===== config.mk =====
export PLATFORM = sky130hd
export DESIGN_NAME = peek_cmd_exec
export DESIGN_NICKNAME = d
export VERILOG_FILES = /design/src/rtl/peek_cmd_exec.sv
export SDC_FILE = /design/constraint.sdc
export NUM_CORES = 1
export LEC_CHECK = 0
export CAP_MARGIN = 20
export CORE_MARGIN = 2
export CORE_UTILIZATION = 49
export CTS_CLUSTER_SIZE = 8
export DETAILED_ROUTE_END_ITERATION = 16
export PLACE_DENSITY = 0.9
export REMOVE_ABC_BUFFERS = 1
export SYNTH_ARGS = -nofsm -noshare
export SYNTH_HDL_FRONTEND = slang
export SYNTH_SLANG_ARGS = --single-unit

===== constraint.sdc =====
create_clock -name clk -period 2.85 [get_ports clk]
set_input_delay 0.285 -clock clk [delete_from_list [all_inputs] [get_ports clk]]
set_output_delay 0.285 -clock clk [all_outputs]
set_load 0.02 [all_outputs]

===== src/rtl/peek_cmd_exec.sv =====
// peek_cmd_exec: executes memory peek/poke commands posted by an SPI peek slave.
// A command is picked up when its tag differs from the last accepted tag; the
// result is reported through the status word once the command has finished.
module peek_cmd_exec #(
  parameter int unsigned ACK_TIMEOUT = 1023
) (
  input  logic        clk,
  input  logic        reset_,
  input  logic [63:0] cmd,
  output logic [63:0] status,
  output logic        mem_req,
  output logic        mem_we,
  output logic [19:0] mem_addr,
  output logic [15:0] mem_wdata,
  input  logic        mem_ack,
  input  logic [15:0] mem_rdata
);

  // Timer counts ISSUE cycles 0 .. ACK_TIMEOUT-1; the last value is the expiry cycle.
  localparam int unsigned  TW         = (ACK_TIMEOUT > 1) ? $clog2(ACK_TIMEOUT) : 1;
  localparam logic [TW-1:0] TIMER_LAST = TW'(ACK_TIMEOUT - 1);

  typedef enum logic [1:0] {
    IDLE,
    ISSUE,
    NEXT,
    DONE
  } state_e;

  typedef enum logic [3:0] {
    OP_NOP   = 4'd0,
    OP_WRITE = 4'd1,
    OP_READ  = 4'd2,
    OP_FILL  = 4'd3,
    OP_CHECK = 4'd4
  } op_e;

  state_e state_q, state_d;

  // Command word fields
  logic [7:0]  cmd_tag;
  logic [3:0]  cmd_op;
  logic [19:0] cmd_addr;
  logic [15:0] cmd_len;
  logic [15:0] cmd_data;

  assign cmd_tag  = cmd[63:56];
  assign cmd_op   = cmd[55:52];
  assign cmd_addr = cmd[51:32];
  assign cmd_len  = cmd[31:16];
  assign cmd_data = cmd[15:0];

  // Latched command context
  logic [7:0]    last_tag;
  logic [3:0]    op_q;
  logic [15:0]   data_q;
  logic [15:0]   remaining;
  logic [TW-1:0] timer;

  // Status fields
  logic [7:0]  done_tag;
  logic [3:0]  done_op;
  logic        busy;
  logic        bad_op;
  logic        timed_out;
  logic [15:0] mism_cnt;
  logic [15:0] last_rd;
  logic [15:0] words;

  logic accept;
  logic need_access;
  logic timer_exp;

  // Bit 48 is a reserved field that always reads as zero.
  assign status = {done_tag, done_op, busy, bad_op, timed_out, 1'b0, mism_cnt, last_rd, words};

  // Request is a pure decode of the state register so reset drops it immediately.
  assign mem_req   = (state_q == ISSUE);
  assign timer_exp = (timer == TIMER_LAST);

  // Decide whether the presented command touches memory at all.
  always_comb begin
    need_access = 1'b0;
    if ((cmd_op == OP_WRITE) || (cmd_op == OP_READ)) begin
      need_access = 1'b1;
    end else if ((cmd_op == OP_FILL) || (cmd_op == OP_CHECK)) begin
      need_access = (cmd_len != '0);
    end
  end

  // State register.
  always_ff @(posedge clk or negedge reset_) begin
    if (!reset_) begin
      state_q <= IDLE;
    end else begin
      state_q <= state_d;
    end
  end

  // Next-state logic and command acceptance strobe.
  always_comb begin
    state_d = state_q;
    accept  = 1'b0;
    case (state_q)
      IDLE: begin
        if (cmd_tag != last_tag) begin
          accept  = 1'b1;
          state_d = need_access ? ISSUE : DONE;
        end
      end
      ISSUE: begin
        // An ack landing on the expiry cycle wins over the timeout.
        if (mem_ack) begin
          state_d = NEXT;
        end else if (timer_exp) begin
          state_d = DONE;
        end
      end
      NEXT: begin
        state_d = (remaining > 16'd1) ? ISSUE : DONE;
      end
      DONE: begin
        state_d = IDLE;
      end
      default: begin
        state_d = IDLE;
      end
    endcase
  end

  // Datapath: command latch, address/count stepping, ack timer and status fields.
  always_ff @(posedge clk or negedge reset_) begin
    if (!reset_) begin
      last_tag  <= '0;
      op_q      <= '0;
      data_q    <= '0;
      remaining <= '0;
      timer     <= '0;
      mem_we    <= 1'b0;
      mem_addr  <= '0;
      mem_wdata <= '0;
      done_tag  <= '0;
      done_op   <= '0;
      busy      <= 1'b0;
      bad_op    <= 1'b0;
      timed_out <= 1'b0;
      mism_cnt  <= '0;
      last_rd   <= '0;
      words     <= '0;
    end else begin
      case (state_q)
        IDLE: begin
          if (accept) begin
            last_tag  <= cmd_tag;
            op_q      <= cmd_op;
            data_q    <= cmd_data;
            remaining <= ((cmd_op == OP_FILL) || (cmd_op == OP_CHECK)) ? cmd_len : 16'd1;
            timer     <= '0;
            mem_we    <= (cmd_op == OP_WRITE) || (cmd_op == OP_FILL);
            mem_addr  <= cmd_addr;
            mem_wdata <= cmd_data;
            busy      <= 1'b1;
            bad_op    <= (cmd_op > OP_CHECK);
            timed_out <= 1'b0;
            mism_cnt  <= '0;
            last_rd   <= '0;
            words     <= '0;
          end
        end
        ISSUE: begin
          if (mem_ack) begin
            words <= words + 16'd1;
            if (!mem_we) begin
              last_rd <= mem_rdata;
            end
            if ((op_q == OP_CHECK) && (mem_rdata != data_q) && (mism_cnt != '1)) begin
              mism_cnt <= mism_cnt + 16'd1;
            end
          end else if (timer_exp) begin
            timed_out <= 1'b1;
          end else begin
            timer <= timer + TW'(1);
          end
        end
        NEXT: begin
          mem_addr  <= mem_addr + 20'd1;
          remaining <= remaining - 16'd1;
          timer     <= '0;
        end
        DONE: begin
          done_tag <= last_tag;
          done_op  <= op_q;
          busy     <= 1'b0;
        end
        default: begin
        end
      endcase
    end
  end

endmodule


==> results of run 1 <==
## area by class of cell
class / count / area share [%]
clock buffer: 30 / 5.75
inverter: 8 / 0.317
sequential: 140 / 37.0
timing repair buffer: 197 / 20.6
multi-input combinational: 561 / 33.9
tap: 180 / 2.38
## sequential cells by signal (all words and copies together), names as in the netlist
signal and flops:
busy 1, done_tag 8, mism_cnt 16, remaining 16, words 16, timed_out 1
timer 10, bad_op 1, last_tag 8, done_op 4, mem_addr 20, data_q 16
state_q 2, op_q 4, mem_we 1, last_rd 16
## cell usage after synthesis (6+ instances only)
cell type	number	area, um^2
nand2_1	168	631
dfrtp_1	140	3500
nor2_1	58	218
o21ai_0	39	195
nand3_1	35	175
nand4_1	27	169
xnor2_1	27	236
nor3_1	24	120
clkbuf_1	22	82.6
xor2_1	21	184
a21oi_1	18	90.1
mux2_2	14	158
and3_1	11	68.8
o211ai_1	10	75.1
nor4_1	9	56.3
a211oi_1	7	52.6
buf_1	7	26.3
ha_1	7	87.6
inv_1	7	26.3
a31oi_1	6	37.5
nand2b_1	6	37.5
## power breakdown
group | switching, mW | internal, mW
sequential | 0.676 | 2.65
clock | 0.758 | 1.27
combinational | 2.22 | 1.75
## routing by layer
layer	part of all wire (%)	track usage (%)	up-vias
li1	-	-	2993
met1	42	31.0	2965
met2	50	40.7	205
met3	5.3	4.60	37
met4	2.7	10.4	0
met5	0	0	-
## worst paths after layout
path / to / start / slack, ps / cells after the start
worst max-delay path: mism_cnt[5]$_DFFE_PN0P_ / state_q[0]$_DFFE_PN0P_ / 480 / 7
worst min-delay path: data_q[3]$_DFFE_PN0P_ / cmd[3] / 400 / 3
worst max register to register: mism_cnt[5]$_DFFE_PN0P_ / state_q[0]$_DFFE_PN0P_ / 480 / 7
worst min register to register: busy$_DFFE_PN0P_ / busy$_DFFE_PN0P_ / 490 / 2
max in group asynchronous: data_q[10]$_DFFE_PN0P_ / reset_ / 1630 / 3
min in group asynchronous: done_tag[3]$_DFFE_PN0P_ / reset_ / 420 / 2
## cell families (layout without fill, tap and decap cells)
logic type      after synthesis  after routing  synth area share (%)
fa+ha+maj                     7              7                  1.27
mux                          15             15                  2.44
other cells                   1              1                0.0545
compound gates              122            122                  11.8
flops                       140            140                  50.9
buf+inv                      43            235                  2.60
simple gates                368            368                  24.8
xor+xnor                     48             48                  6.11
## stage by stage
step	worst slack (ps)	setup TNS, ps
after floorplan	-3920	-246140
after global placement	386	0
after detailed placement	387	0
after CTS	484	0
after global routing	389	0
final	480	0
## critical path: cells and delay by family, from the launching register on
kind | cells | cell delay (ps)
and+or+nand+nor | 4 | 890
buffers and inverters | 1 | 190
AOI/OAI and AO/OA | 2 | 600
DFF | 1 | 580
==> run metrics, run 1 <==
period utilisation layout=83.2%; H-tree depth=4; commonest non-fill, non-tap cell in the layout=clkdlybuf4s50_1; max-cap viol count=0; final hold violation count=0; dpl cell area=approximately 8900 um^2; initial antenna violation count=0; minimum clock period=roughly 2400 ps; Slew Limit Fails=0; crit end category=flop; Min Hold Slack=398 ps; VDD IR-drop max=~0.57 mV; final design utilization=between 60% and 70%; CP arrival=2670 ps; Seq cells post-synth=between 100 and 150; Root Buffer=clkbuf_16; final instance count without filler cells=~1100; vias in the first global route=5963; RSZ-0062 raised after global routing=no; Slew @ Worst Pin=between 700 and 800 ps; Main synth FF type=dfrtp_1; worst stage delay on the critical path=about 580 ps; violation count after the first detailed-routing iteration=approximately 400; I/O Buffers=roughly 180; clk buf depth=2; slowest CP cell=dfrtp_1; Routed Antenna Nets=0; drt total wl=roughly 18 mm; area of the multi-input gates=3210 um^2; Avg WL per Cell=roughly 16 um; Mapped Area=6880 um^2; area delta synth->final=37.6%; Post-CTS Resized=0; drt first pass iters=8; worst skew pair latency=around 420 ps; skew final=between 5 and 6 ps; DP Wirelength=~12 mm; Fillers=approximately 1100; min-delay worst type=primary input to flop; ant diodes=0; Leak=a little over 4 nW; largest net degree at the start of global routing=61; Die W=between 100 and 150 um; count of different cell masters after synthesis=64; total power=about 9.3 mW; Post-layout nets=between 1000 and 1500; post-synthesis area per instance=about 9 um^2; commonest cells after routing, fill and taps aside=clkdlybuf4s50_1, nand2_1, dfrtp_1; Startpoint Class=flop; Slew headroom=about half; kind of critical path=flop to flop; final RePlAce weighted congestion=around 0.85; Synthesis Warnings=0; sequential-to-total area share from yosys stat=50.9%; GRT Total Usage=24.4%; core area=13800 um^2; Final Instance Area=between 9000 and 10000 um^2; DIE HEIGHT=122 um; # hold bufs at CTS=1; fmax=~0.42 GHz; Final Setup Violations=0; P per Cell Area=985 nW/um^2; CTS Sinks=140; Starting Density=49.9%; status=complete, no violations; CP required=3150 ps; worst-path maximum fanout=13; DR vias=between 6000 and 7000; fraction of layout instances using a drive strength above 1=between 6 and 7%; drt drc=0; vias per inst=5.56; post-synthesis instance total=between 700 and 800; Reg clk slew, reported paths=50 ps; register area=between 3000 and 4000 um^2; worst path cell trace=and3b_1, nand2_1, a31o_2, nor2_2, nor2_1, buf_4, a221o_1; Post-CTS Setup Bufs=0; number of top-level pins=roughly 190; Placed Cells=1085; EDFF count, synth=0; Std-Cell Rows=43; CTS buffer count=17; Die ar.=approximately 15000 um^2; CTS tree=yes; asr flop ratio synth=100%; grt ovf=0; global-route wire length before repair=about 29 mm
No activity file was read; power rests on OpenSTA's default activity.
==> run 2, diff against run 1 <==
- clock period: 2.85 -> 2.3 ns (I/O delays scaled with it)
==> run metrics, run 2 (synthesis gave the netlist of run 1 again) <==
Final Setup Violations=0 (unchanged); fmax=0.464 GHz (+10%); Crit. path cell count=6 (-1); grt ovf=0 (unchanged); WP buf/inv=0 (-1); VDD IR-drop max=0.741 mV (+30%); I/O Buffers=183 (unchanged); drt first pass iters=5 (-3); core area=13800 um^2 (unchanged); drt total wl=18.3 mm (+3.0%); worst stage delay on the critical path=460 ps (-120 ps); global-route wire length before repair=29.8 mm (+4.0%); number of top-level pins=185 (unchanged); min-delay worst type=primary input to asynchronous set/reset pin; Startpoint Class=flop; Std-Cell Rows=43 (unchanged); DIE HEIGHT=122 um (unchanged); clock share of power=22.8% (+1.1 points); H-tree depth=4 (unchanged); max-cap viol count=0 (unchanged); Avg WL per Cell=16.1 um (+1.3%); worst-path maximum fanout=5 (-8); Final Instance Area=9690 um^2 (+2.4%); CTS tree=yes; crit end category=flop; Crit path max-delay family=simple AND/OR/NAND/NOR gates; Root Buffer=clkbuf_16; worst setup margin=147 ps (-333 ps); Post-CTS Setup Bufs=0 (unchanged); Slew headroom=62.7% (+12 points); vias per inst=5.61 (+0.99%); final design utilization=70.4% (+1.7 points); CP required=2600 ps (-550 ps); Post-layout nets=1032 (+1.7%); number of flip-flops in the largest register=20 (unchanged); kind of critical path=flop to flop; DP Wirelength=13.2 mm (+5.7%); violation count after the first detailed-routing iteration=488 (+22%); Routed Antenna Nets=0 (unchanged); Min Hold Slack=339 ps (-58.5 ps); switching share of power=38.7% (-0.45 points); commonest cells after routing, fill and taps aside=clkdlybuf4s50_1, nand2_1, dfrtp_1; Worst Reg-to-Reg Cells=6 (-1); Psw=4.67 mW (+28%); CTS buffer count=17 (unchanged); final hold violation count=0 (unchanged); Die ar.=15000 um^2 (unchanged); P per Cell Area=1240 nW/um^2 (+26%); Leak=4.17 nW (+3.5%); drt drc=0 (unchanged); dpl cell area=9060 um^2 (+1.7%); pre-CTS setup slack=13.6 ps (-373 ps); GRT Total Usage=25.4% (+1.0 points); DR vias=6368 (+2.7%); clk buf depth=2 (unchanged); Die W=122 um (unchanged); Slew Limit Fails=0 (unchanged); status=complete, no violations; commonest non-fill, non-tap cell in the layout=clkdlybuf4s50_1; Starting Density=49.9% (unchanged); area of the multi-input gates=3230 um^2 (+0.55%); CTS Sinks=140 (unchanged); CP arrival=2460 ps (-210 ps); worst path cell trace=or3_4, or4_4, or3_1, nor2_1, xnor2_1, o21ai_2; largest net degree at the start of global routing=62 (+1.6%); Flop pwr share=34.1% (-1.6 points); RSZ-0062 raised after global routing=no; setup TNS=0 ps (unchanged); skew final=4.76 ps (-0.984 ps); ant diodes=0 (unchanged); Comb pwr share=43.1% (+0.5 points); period utilisation layout=93.6% (+10 points); register area=3500 um^2 (unchanged); Reg with most FFs=mem_addr; Reg clk slew, reported paths=60 ps (about the same); final RePlAce weighted congestion=0.833 (-2.6%); Int Power=7.38 mW (+30%); Fillers=1063 (-0.28%); worst skew pair latency=410 ps (about the same); minimum clock period=2150 ps (-217 ps); fraction of layout instances using a drive strength above 1=9.53% (+2.6 points); initial antenna violation count=0 (unchanged); slowest CP cell=or4_4; vias in the first global route=6028 (+1.1%); area delta synth->final=41.0%; Slew @ Worst Pin=558 ps (-171 ps)
run 2: routing by layer:
layer | global-route usage [%] | share of wire, % | vias up | wire, um
li1 | - | - | 3021 | -
met1 | 31.9 | 41 | 3050 | 7450
met2 | 43.3 | 51 | 247 | 9330
met3 | 4.60 | 5.2 | 50 | 952
met4 | 10.6 | 3.0 | 0 | 548
met5 | 0 | 0 | - | 0
run 2: path summary, 6_finish.rpt:
check,from,endpoint,slack [ps]
worst max-delay path,remaining[5]$_DFFE_PN0P_,remaining[15]$_DFFE_PN0P_,150
max in group asynchronous,reset_,timer[8]$_DFFE_PN0P_,1260
worst min-delay path,reset_,done_tag[0]$_DFFE_PN0P_,340
worst min register to register,busy$_DFFE_PN0P_,busy$_DFFE_PN0P_,490
min in group clk,cmd[14],data_q[14]$_DFFE_PN0P_,340
worst max register to register,remaining[5]$_DFFE_PN0P_,remaining[15]$_DFFE_PN0P_,150
run 2: layout make-up:
class | instances | share of cell area (%)
Sequential cell | 140 | 36.1
Multi-Input combinational cell | 561 | 33.3
Timing Repair Buffer | 214 | 21.7
Clock buffer | 19 | 4.67
Tap cell | 180 | 2.32
Clock inverter | 13 | 1.52
Inverter | 8 | 0.310
run 2: timing repair:
action | 4_1_cts | 5_1_grt
hold buffers | 1 | 0
hold endpoints to repair | 58 | 0
endpoints found under the setup margin | 0 | 8
gates resized for setup | 0 | 4
run 2: through the flow:
step / std cells / power [mW]
2_1_floorplan: 709 / 6.94
3_3_place_gp: 1102 / 9.07
3_5_place_dp: 1102 / 9.29
4_1_cts: 1135 / 12.1
5_1_grt: 1135 / 12.8
6_report: 1135 / 12.0
run 2: power groups by stage:
stage               Clock [mW]  Sequential (mW)  Combinational (mW)
global placement             0             4.06                5.00
CTS                       2.79             4.08                5.22
finish                    2.75             4.11                5.20
floorplan                    0             4.75                2.20
detailed placement           0             4.12                5.18
global route              2.90             4.22                5.64
